File: src/rtl/alu_seq_n.sv
// alu_seq_n: WIDTH-bit handshaked ALU with a registered result/flags stage.
// Define ALU_SEQ_MUL_EN to build the iterative shift-add multiplier (opcode 30).
module alu_seq_n #(
  parameter int WIDTH = 32
) (
  input  logic             clk,
  input  logic             rst_n,
  input  logic             in_valid,
  output logic             in_ready,
  input  logic [WIDTH-1:0] operand_a,
  input  logic [WIDTH-1:0] operand_b,
  input  logic [5:0]       operation,
  output logic             out_valid,
  input  logic             out_ready,
  output logic [WIDTH-1:0] result,
  output logic [5:0]       flags
);

  localparam logic [5:0] OP_ADD     = 6'd0;
  localparam logic [5:0] OP_ADDINC  = 6'd2;
  localparam logic [5:0] OP_INCA    = 6'd3;
  localparam logic [5:0] OP_SUB     = 6'd4;
  localparam logic [5:0] OP_SUBDEC  = 6'd5;
  localparam logic [5:0] OP_DECA    = 6'd6;
  localparam logic [5:0] OP_PASSB   = 6'd9;
  localparam logic [5:0] OP_ASL     = 6'd13;
  localparam logic [5:0] OP_ASR     = 6'd14;
  localparam logic [5:0] OP_ZEROS   = 6'd15;
  localparam logic [5:0] OP_ONES    = 6'd16;
  localparam logic [5:0] OP_PASSA   = 6'd17;
  localparam logic [5:0] OP_NOTA    = 6'd18;
  localparam logic [5:0] OP_AND     = 6'd19;
  localparam logic [5:0] OP_ANDNOTA = 6'd20;
  localparam logic [5:0] OP_NAND    = 6'd21;
  localparam logic [5:0] OP_OR      = 6'd22;
  localparam logic [5:0] OP_ORNOTA  = 6'd23;
  localparam logic [5:0] OP_NOR     = 6'd24;
  localparam logic [5:0] OP_XOR     = 6'd25;
  localparam logic [5:0] OP_XORNOTA = 6'd26;
  localparam logic [5:0] OP_XNOR    = 6'd27;
  localparam logic [5:0] OP_LSL     = 6'd28;
  localparam logic [5:0] OP_LSR     = 6'd29;
`ifdef ALU_SEQ_MUL_EN
  localparam logic [5:0] OP_MUL     = 6'd30;
`endif

  typedef enum logic {S_IDLE, S_MUL} state_t;
  state_t state, state_nxt;

  // Handshake: a beat transfers on a rising edge where valid and ready are both
  // high; a producer holds valid and its payload until that transfer happens.
  logic out_free;
  logic load_single;
  assign out_free = !out_valid || out_ready;

  logic [WIDTH-1:0] add_b;
  logic             add_cin;
  logic [WIDTH:0]   sum;
  logic [WIDTH-1:0] alu_res;
  logic             alu_c, alu_v, alu_ill;
  logic [5:0]       single_flags;

  // Every add/sub/inc/dec form goes through one adder: A + add_b + add_cin.
  assign sum = {1'b0, operand_a} + {1'b0, add_b} + {{WIDTH{1'b0}}, add_cin};

  always_comb begin
    add_b   = operand_b;
    add_cin = 1'b0;
    alu_res = '0;
    alu_c   = 1'b0;
    alu_v   = 1'b0;
    alu_ill = 1'b0;
    case (operation)
      OP_ADD, OP_ADDINC, OP_INCA, OP_SUB, OP_SUBDEC, OP_DECA: begin
        case (operation)
          OP_ADDINC: add_cin = 1'b1;
          OP_INCA:   begin add_b = '0;          add_cin = 1'b1; end
          OP_SUB:    begin add_b = ~operand_b;  add_cin = 1'b1; end
          OP_SUBDEC: add_b = ~operand_b;
          OP_DECA:   add_b = '1;
          default:   ;
        endcase
        alu_res = sum[WIDTH-1:0];
        alu_c   = sum[WIDTH];
        alu_v   = (operand_a[WIDTH-1] == add_b[WIDTH-1]) &&
                  (sum[WIDTH-1] != operand_a[WIDTH-1]);
      end
      OP_PASSB:   alu_res = operand_b;
      OP_ASL: begin
        alu_res = {operand_a[WIDTH-2:0], 1'b0};
        alu_c   = operand_a[WIDTH-1];
        alu_v   = operand_a[WIDTH-1] ^ operand_a[WIDTH-2];
      end
      OP_ASR: begin
        alu_res = {operand_a[WIDTH-1], operand_a[WIDTH-1:1]};
        alu_c   = operand_a[0];
      end
      OP_ZEROS:   alu_res = '0;
      OP_ONES:    alu_res = '1;
      OP_PASSA:   alu_res = operand_a;
      OP_NOTA:    alu_res = ~operand_a;
      OP_AND:     alu_res = operand_a & operand_b;
      OP_ANDNOTA: alu_res = ~operand_a & operand_b;
      OP_NAND:    alu_res = ~(operand_a & operand_b);
      OP_OR:      alu_res = operand_a | operand_b;
      OP_ORNOTA:  alu_res = ~operand_a | operand_b;
      OP_NOR:     alu_res = ~(operand_a | operand_b);
      OP_XOR:     alu_res = operand_a ^ operand_b;
      OP_XORNOTA: alu_res = ~operand_a ^ operand_b;
      OP_XNOR:    alu_res = ~(operand_a ^ operand_b);
      OP_LSL: begin
        alu_res = {operand_a[WIDTH-2:0], 1'b0};
        alu_c   = operand_a[WIDTH-1];
      end
      OP_LSR: begin
        alu_res = {1'b0, operand_a[WIDTH-1:1]};
        alu_c   = operand_a[0];
      end
`ifdef ALU_SEQ_MUL_EN
      OP_MUL:     ;
`endif
      default:    alu_ill = 1'b1;
    endcase
  end

  assign single_flags = alu_ill ? 6'b100001
                                : {2'b00, alu_v, alu_c, alu_res[WIDTH-1], ~|alu_res};

`ifdef ALU_SEQ_MUL_EN
  localparam int CW = $clog2(WIDTH);
  localparam logic [CW-1:0] CNT_LAST = CW'(WIDTH - 1);

  logic [WIDTH-1:0] mul_a, mul_b, acc, acc_step;
  logic [CW-1:0]    cnt;
  logic             mul_done;

  assign acc_step = acc + (mul_b[0] ? mul_a : '0);
`endif

  always_comb begin
    state_nxt   = state;
    in_ready    = 1'b0;
    load_single = 1'b0;
`ifdef ALU_SEQ_MUL_EN
    mul_done    = 1'b0;
`endif
    case (state)
      S_IDLE: begin
        in_ready = out_free;
`ifdef ALU_SEQ_MUL_EN
        if (in_valid && out_free) begin
          if (operation == OP_MUL) state_nxt = S_MUL;
          else                     load_single = 1'b1;
        end
`else
        load_single = in_valid && out_free;
`endif
      end
`ifdef ALU_SEQ_MUL_EN
      S_MUL: begin
        // The last partial product is folded in on the loading edge, so the
        // counter parks at its final value until the output register frees.
        if (cnt == CNT_LAST && out_free) begin
          mul_done  = 1'b1;
          state_nxt = S_IDLE;
        end
      end
`endif
      default: state_nxt = S_IDLE;
    endcase
  end

  always_ff @(posedge clk or negedge rst_n) begin
    if (!rst_n) state <= S_IDLE;
    else        state <= state_nxt;
  end

`ifdef ALU_SEQ_MUL_EN
  always_ff @(posedge clk or negedge rst_n) begin
    if (!rst_n) begin
      mul_a <= '0;
      mul_b <= '0;
      acc   <= '0;
      cnt   <= '0;
    end else if (state == S_IDLE) begin
      if (state_nxt == S_MUL) begin
        mul_a <= operand_a;
        mul_b <= operand_b;
        acc   <= '0;
        cnt   <= '0;
      end
    end else if (cnt != CNT_LAST) begin
      acc   <= acc_step;
      mul_a <= {mul_a[WIDTH-2:0], 1'b0};
      mul_b <= {1'b0, mul_b[WIDTH-1:1]};
      cnt   <= cnt + 1'b1;
    end
  end
`endif

  always_ff @(posedge clk or negedge rst_n) begin
    if (!rst_n) begin
      out_valid <= 1'b0;
      result    <= '0;
      flags     <= '0;
    end else if (load_single) begin
      out_valid <= 1'b1;
      result    <= alu_res;
      flags     <= single_flags;
`ifdef ALU_SEQ_MUL_EN
    end else if (mul_done) begin
      out_valid <= 1'b1;
      result    <= acc_step;
      flags     <= {4'b0100, acc_step[WIDTH-1], ~|acc_step};
`endif
    end else if (out_ready) begin
      out_valid <= 1'b0;
    end
  end

endmodule

File: config.mk
export PLATFORM = sky130hd
export DESIGN_NAME = alu_seq_n
export DESIGN_NICKNAME = d
export VERILOG_FILES = /design/src/rtl/alu_seq_n.sv
export SDC_FILE = /design/constraint.sdc
export NUM_CORES = 1
export LEC_CHECK = 0
export ABC_AREA = 1
export CAP_MARGIN = 20
export CORE_ASPECT_RATIO = 1.5
export CORE_MARGIN = 2
export CORE_UTILIZATION = 64
export DETAILED_ROUTE_END_ITERATION = 6
export MAX_ROUTING_LAYER = met4
export PLACE_DENSITY = 0.89
export RECOVER_POWER = 100
export SYNTH_ARGS = -nofsm -noshare
export SYNTH_HDL_FRONTEND = slang
export SYNTH_SLANG_ARGS = --single-unit
File: constraint.sdc
create_clock -name clk -period 2.1 [get_ports clk]
set_input_delay 0.42 -clock clk [delete_from_list [all_inputs] [get_ports clk]]
set_output_delay 0.42 -clock clk [all_outputs]
set_load 0.01 [all_outputs]
==> results.cfg, run 1 <==
[logic_synthesis]
synth_adder_area_share_pct = 20.0
synth_commonest_cells = nand2_1 (730), inv_1 (295), nor2_1 (224)
synth_top_family_by_area = simple AND/OR/NAND/NOR gates
synth-xor-area-share_pct = 0.345
synth.distinct_cells = 35
syn_area_per_cell_um2 = 5.35
synth_top_area_share_pct = 27.0
synth-main-ff-cell = dfrtp_1
netlist_top_cells_area = nand2_1 (27%), ha_1 (20%), inv_1 (11%)
yosysWarnings = 0
seq_area_frac_synth_pct = 9.38
synth.area.mux_share_pct = 0
synth_async_sr_flop_share_pct = 100
ys_ff_latch = 38
synthSimpleGateAreaFrac_pct = 43.6
syn_area_um2 = 10100
synth_compound_area_share_pct = 13.1
synth_edf_count = 0
synth_nets = 2132
yosys.area.top_type = nand2_1
yosysMostFrequentCell = nand2_1
synthCells = 1897

[cts]
cts_htree_levels = 2
cts_buffers = 5
clk_path_buf_depth = 2
postCtsResizedCells = 297
post_cts_buffers = 47
cts_sinks = 38
root_buffer = clkbuf_16
hold_buffers = 0

[die]
die-height_um = 158
ios = 114
initial_core_util_pct = 65.2
die_x_um = 107
placementRows = 56

[place]
dp_slack_ns = -1.86
gp_congestion = 1.14
io_buffers = 112
dp_hpwl_um = 40600
dp.cells = 2534

[outcome]
flow.stopped_at = clock tree synthesis
stop_error = [ERROR DPL-0038] Utilization greater than 100%, impossible to legalize
status = aborted with a tool error
## stage by stage
step                hold WS [ns]  instance area, µm²
detailed placement         0.477               14400
global placement           0.466               14400
floorplan                  0.124               10300
## kinds of logic after synthesis
kind of cell | after synthesis
flip-flops | 38
other | 1
XOR/XNOR | 4
AND/OR/NAND/NOR | 1104
adder cells (fa/ha/maj) | 161
buffers and inverters | 354
AO/OA/AOI/OAI | 235
==> run 2, diff against run 1 <==
- CORE_ASPECT_RATIO: 1.5 -> default
- CORE_UTILIZATION: 64 -> 40
- MAX_ROUTING_LAYER: met4 -> default
- PLACE_DENSITY: 0.89 -> default
- PLACE_DENSITY_LB_ADDON: default -> 0.15
==> run 2 against run 1 <==
- the flow now finishes, with violations (negative setup slack)
- synthesized cell count unchanged
- synthesized area did not move
==> results.cfg, run 2 <==
[critical_path]
worst-setup-path-type = input pin to flop
worstPathCellList = buf_8 -> nor2_4 -> nand3_4 -> buf_8 -> buf_12 -> o21ai_2 -> a21oi_4 -> buf_4 -> fa_2 -> inv_4 -> buf_4 -> nand3_1 -> nand3_2 -> nand2_1 -> nand2_1 -> nor2_1 -> nor2_2 -> nand2_1 -> nor2_1 -> nand2_1 -> nor2_2 -> nand4_1 -> nand2_1
cp-end-kind = flop
path_buf_inv = 6
critPathMaxFanout = 8
r2r_cells = 6
path_common_cell = nand2_1
cpMaxStageDelayCell = fa_2
r2r_end = result[26]$_DFFE_PN0P_
required_ns = 2.35
critPathMaxStageDelay_ns = 0.37
cp-start-kind = input pin
r2r_setup_slack_ns = 0.59
worstReg2RegStart = out_valid$_DFFE_PN0P_
crit_family = simple AND/OR/NAND/NOR gates
cp_data_arrival_time_ns = 3.45

[logic_synthesis]
yosysMostFrequentCell = nand2_1
synthCells = 1897
yosys.area.top_type = nand2_1
netlist_top_cells_area = nand2_1 (27%), ha_1 (20%), inv_1 (11%)
synth-xor-area-share_pct = 0.345
yosysWarnings = 0
synth_top_area_share_pct = 27.0
synthSimpleGateAreaFrac_pct = 43.6
synth.distinct_cells = 35
syn_area_per_cell_um2 = 5.35
synth_top_family_by_area = simple AND/OR/NAND/NOR gates
seq_area_frac_synth_pct = 9.38
synth_adder_area_share_pct = 20.0
synth-main-ff-cell = dfrtp_1
ys_ff_latch = 38
synth_commonest_cells = nand2_1 (730), inv_1 (295), nor2_1 (224)
synth.area.mux_share_pct = 0
synth_async_sr_flop_share_pct = 100
syn_area_um2 = 10100
synth_edf_count = 0
synth_compound_area_share_pct = 13.1
synth_nets = 2132

[sta]
fin_skew_ns = 0.00786
grt_setup_unrepaired = yes
period_minus_slack_ns = 3.21
final-setup-viol-count = 35
whs_ns = 0.391
hold_viol = 0
fmaxAchievable_mhz = 312
fin_ws_ns = -1.11
tightest_slew_ns = 1.07
slew_viol_final = 0
relSlewSlack_pct = 28.6
min_period_over_period_pct = 153

[min_path]
min_path_type = input pin to asynchronous set/reset pin

[outcome]
status = finished with violations
violations = negative setup slack

[place]
gp_congestion = 0.998
dp_hpwl_um = 36300
placed_area_um2 = 14800
io_buffers = 112
dp_slack_ns = -2.09

[final_layout]
largest_reg_flops = 32
final_common_cell = nand2_1
layout_common_cells = nand2_1 (609), buf_4 (344), inv_1 (268), nor2_1 (175), ha_1 (155)
drive_above_1_share_pct = 31.3
nNetsFinal = 2624
finalInstanceArea_um2 = 16800
regMostFlops = result
reg_top3 = result (32), flags (5), out_valid (1)
diodes = 0
area_growth_pct = 66.1

[die]
ios = 114
dieArea_um2 = 26600
die_x_um = 163
die-height_um = 163
initial_core_util_pct = 40.5
core_area_um2 = 25000
placementRows = 58

[power_and_ir_drop]
vdd.ir_drop.worst_uv = 391
p_leak_nw = 9.20
power_density_nw_per_um2 = 342

[route]
dr.first_iter.drc_count = 1392
firstDrtPassIters = 7
vias = 14533
drt-total-wl_um = 48800
wl_per_cell_um = 17.9
vias_per_cell = 5.34
ant_nets = 0
drc = 0

[cts]
cts_sinks = 38
clk_path_buf_depth = 2
cts_htree_levels = 2
cts_buffers = 5
root_buffer = clkbuf_16
clk_latency_ns = 0.30
tritoncts = yes
clkTransAtPathRegs_ns = 0.07

[grt]
grt_overflow_total = 0
grt_max_degree = 39
antenna_found_initial = 0
grt_pass1_wl_um = 73000
grt_pass1_vias = 13463
grt_use_total_pct = 35.3

[run]
cap_violations = 0
-- run 2: cell counts after synthesis --
No cell type changed its count.
-- run 2: worst max-delay path by stage --
stage                                      end          from  slack (ns)  depth (start not counted)
final                     flags[0]$_DFFE_PN0P_  operation[5]       -1.11                         23
after global routing      flags[0]$_DFFE_PN0P_  operation[5]       -1.21                         23
after CTS                 flags[0]$_DFFE_PN0P_  operation[4]        -1.0                         22
after detailed placement  flags[0]$_DFFE_PN0P_  operation[2]       -2.09                         23
after global placement    flags[0]$_DFFE_PN0P_  operation[2]       -2.02                         27
after floorplan           flags[0]$_DFFE_PN0P_  operation[5]       -0.88                         21
-- run 2: through the flow --
stage | TNS (ns) | power, mW | instances | utilization, %
floorplan | -17.25 | 2.27 | 1897 | -
global route | -28.49 | 6.09 | 2720 | 67.3
finish | -24.60 | 5.77 | 2720 | 67.3
CTS | -23.44 | 5.35 | 2710 | 63.8
global placement | -51.34 | 3.89 | 2663 | 59.0
detailed placement | -52.83 | 3.94 | 2663 | 59.0
-- run 2: logic make-up after synthesis --
kind of cell / count (synthesis)
flops: 38
simple gates: 1104
compound gates: 235
xor+xnor: 4
other cells: 1
fa+ha+maj: 161
buf+inv: 354
-- run 2: metal layers --
layer  part of all wire [%]  up-vias  wire length, µm  GRT usage (%)
li1                       -     6921                -              -
met1                     40     6583            19400           45.8
met2                     45      840            21900           57.7
met3                     11      189             5120           5.92
met4                    5.0        0             2440           15.3
met5                      0        -                0              0
-- run 2: power by group --
group          internal [mW]  switching (mW)  leakage, nW
sequential             0.847          0.0614        0.478
clock                  0.715           0.359       0.0971
combinational           1.73            2.05         8.62
total                   3.30            2.47         9.20
-- run 2: timing repair --
action / 4_1_cts / 5_1_grt
setup buffers: 37 / 17
pin swaps: 86 / 112
endpoints found under the setup margin: 36 / 36
gates cloned: 4 / 0
hold endpoints to repair: 0 / 0
hold buffers: 0 / 0
gates resized for setup: 216 / 224
-- run 2: layout make-up --
cell class,instances,area [µm²]
flip-flops and latches,38,951
inverters,301,1150
well taps,330,413
repair inverters,1,16.3
clock inverters,2,60.1
multi-input cells,1505,9210
clock buffers,6,139
fillers,2246,8200
repair buffers,537,4900
No activity file was read; power rests on OpenSTA's default activity.
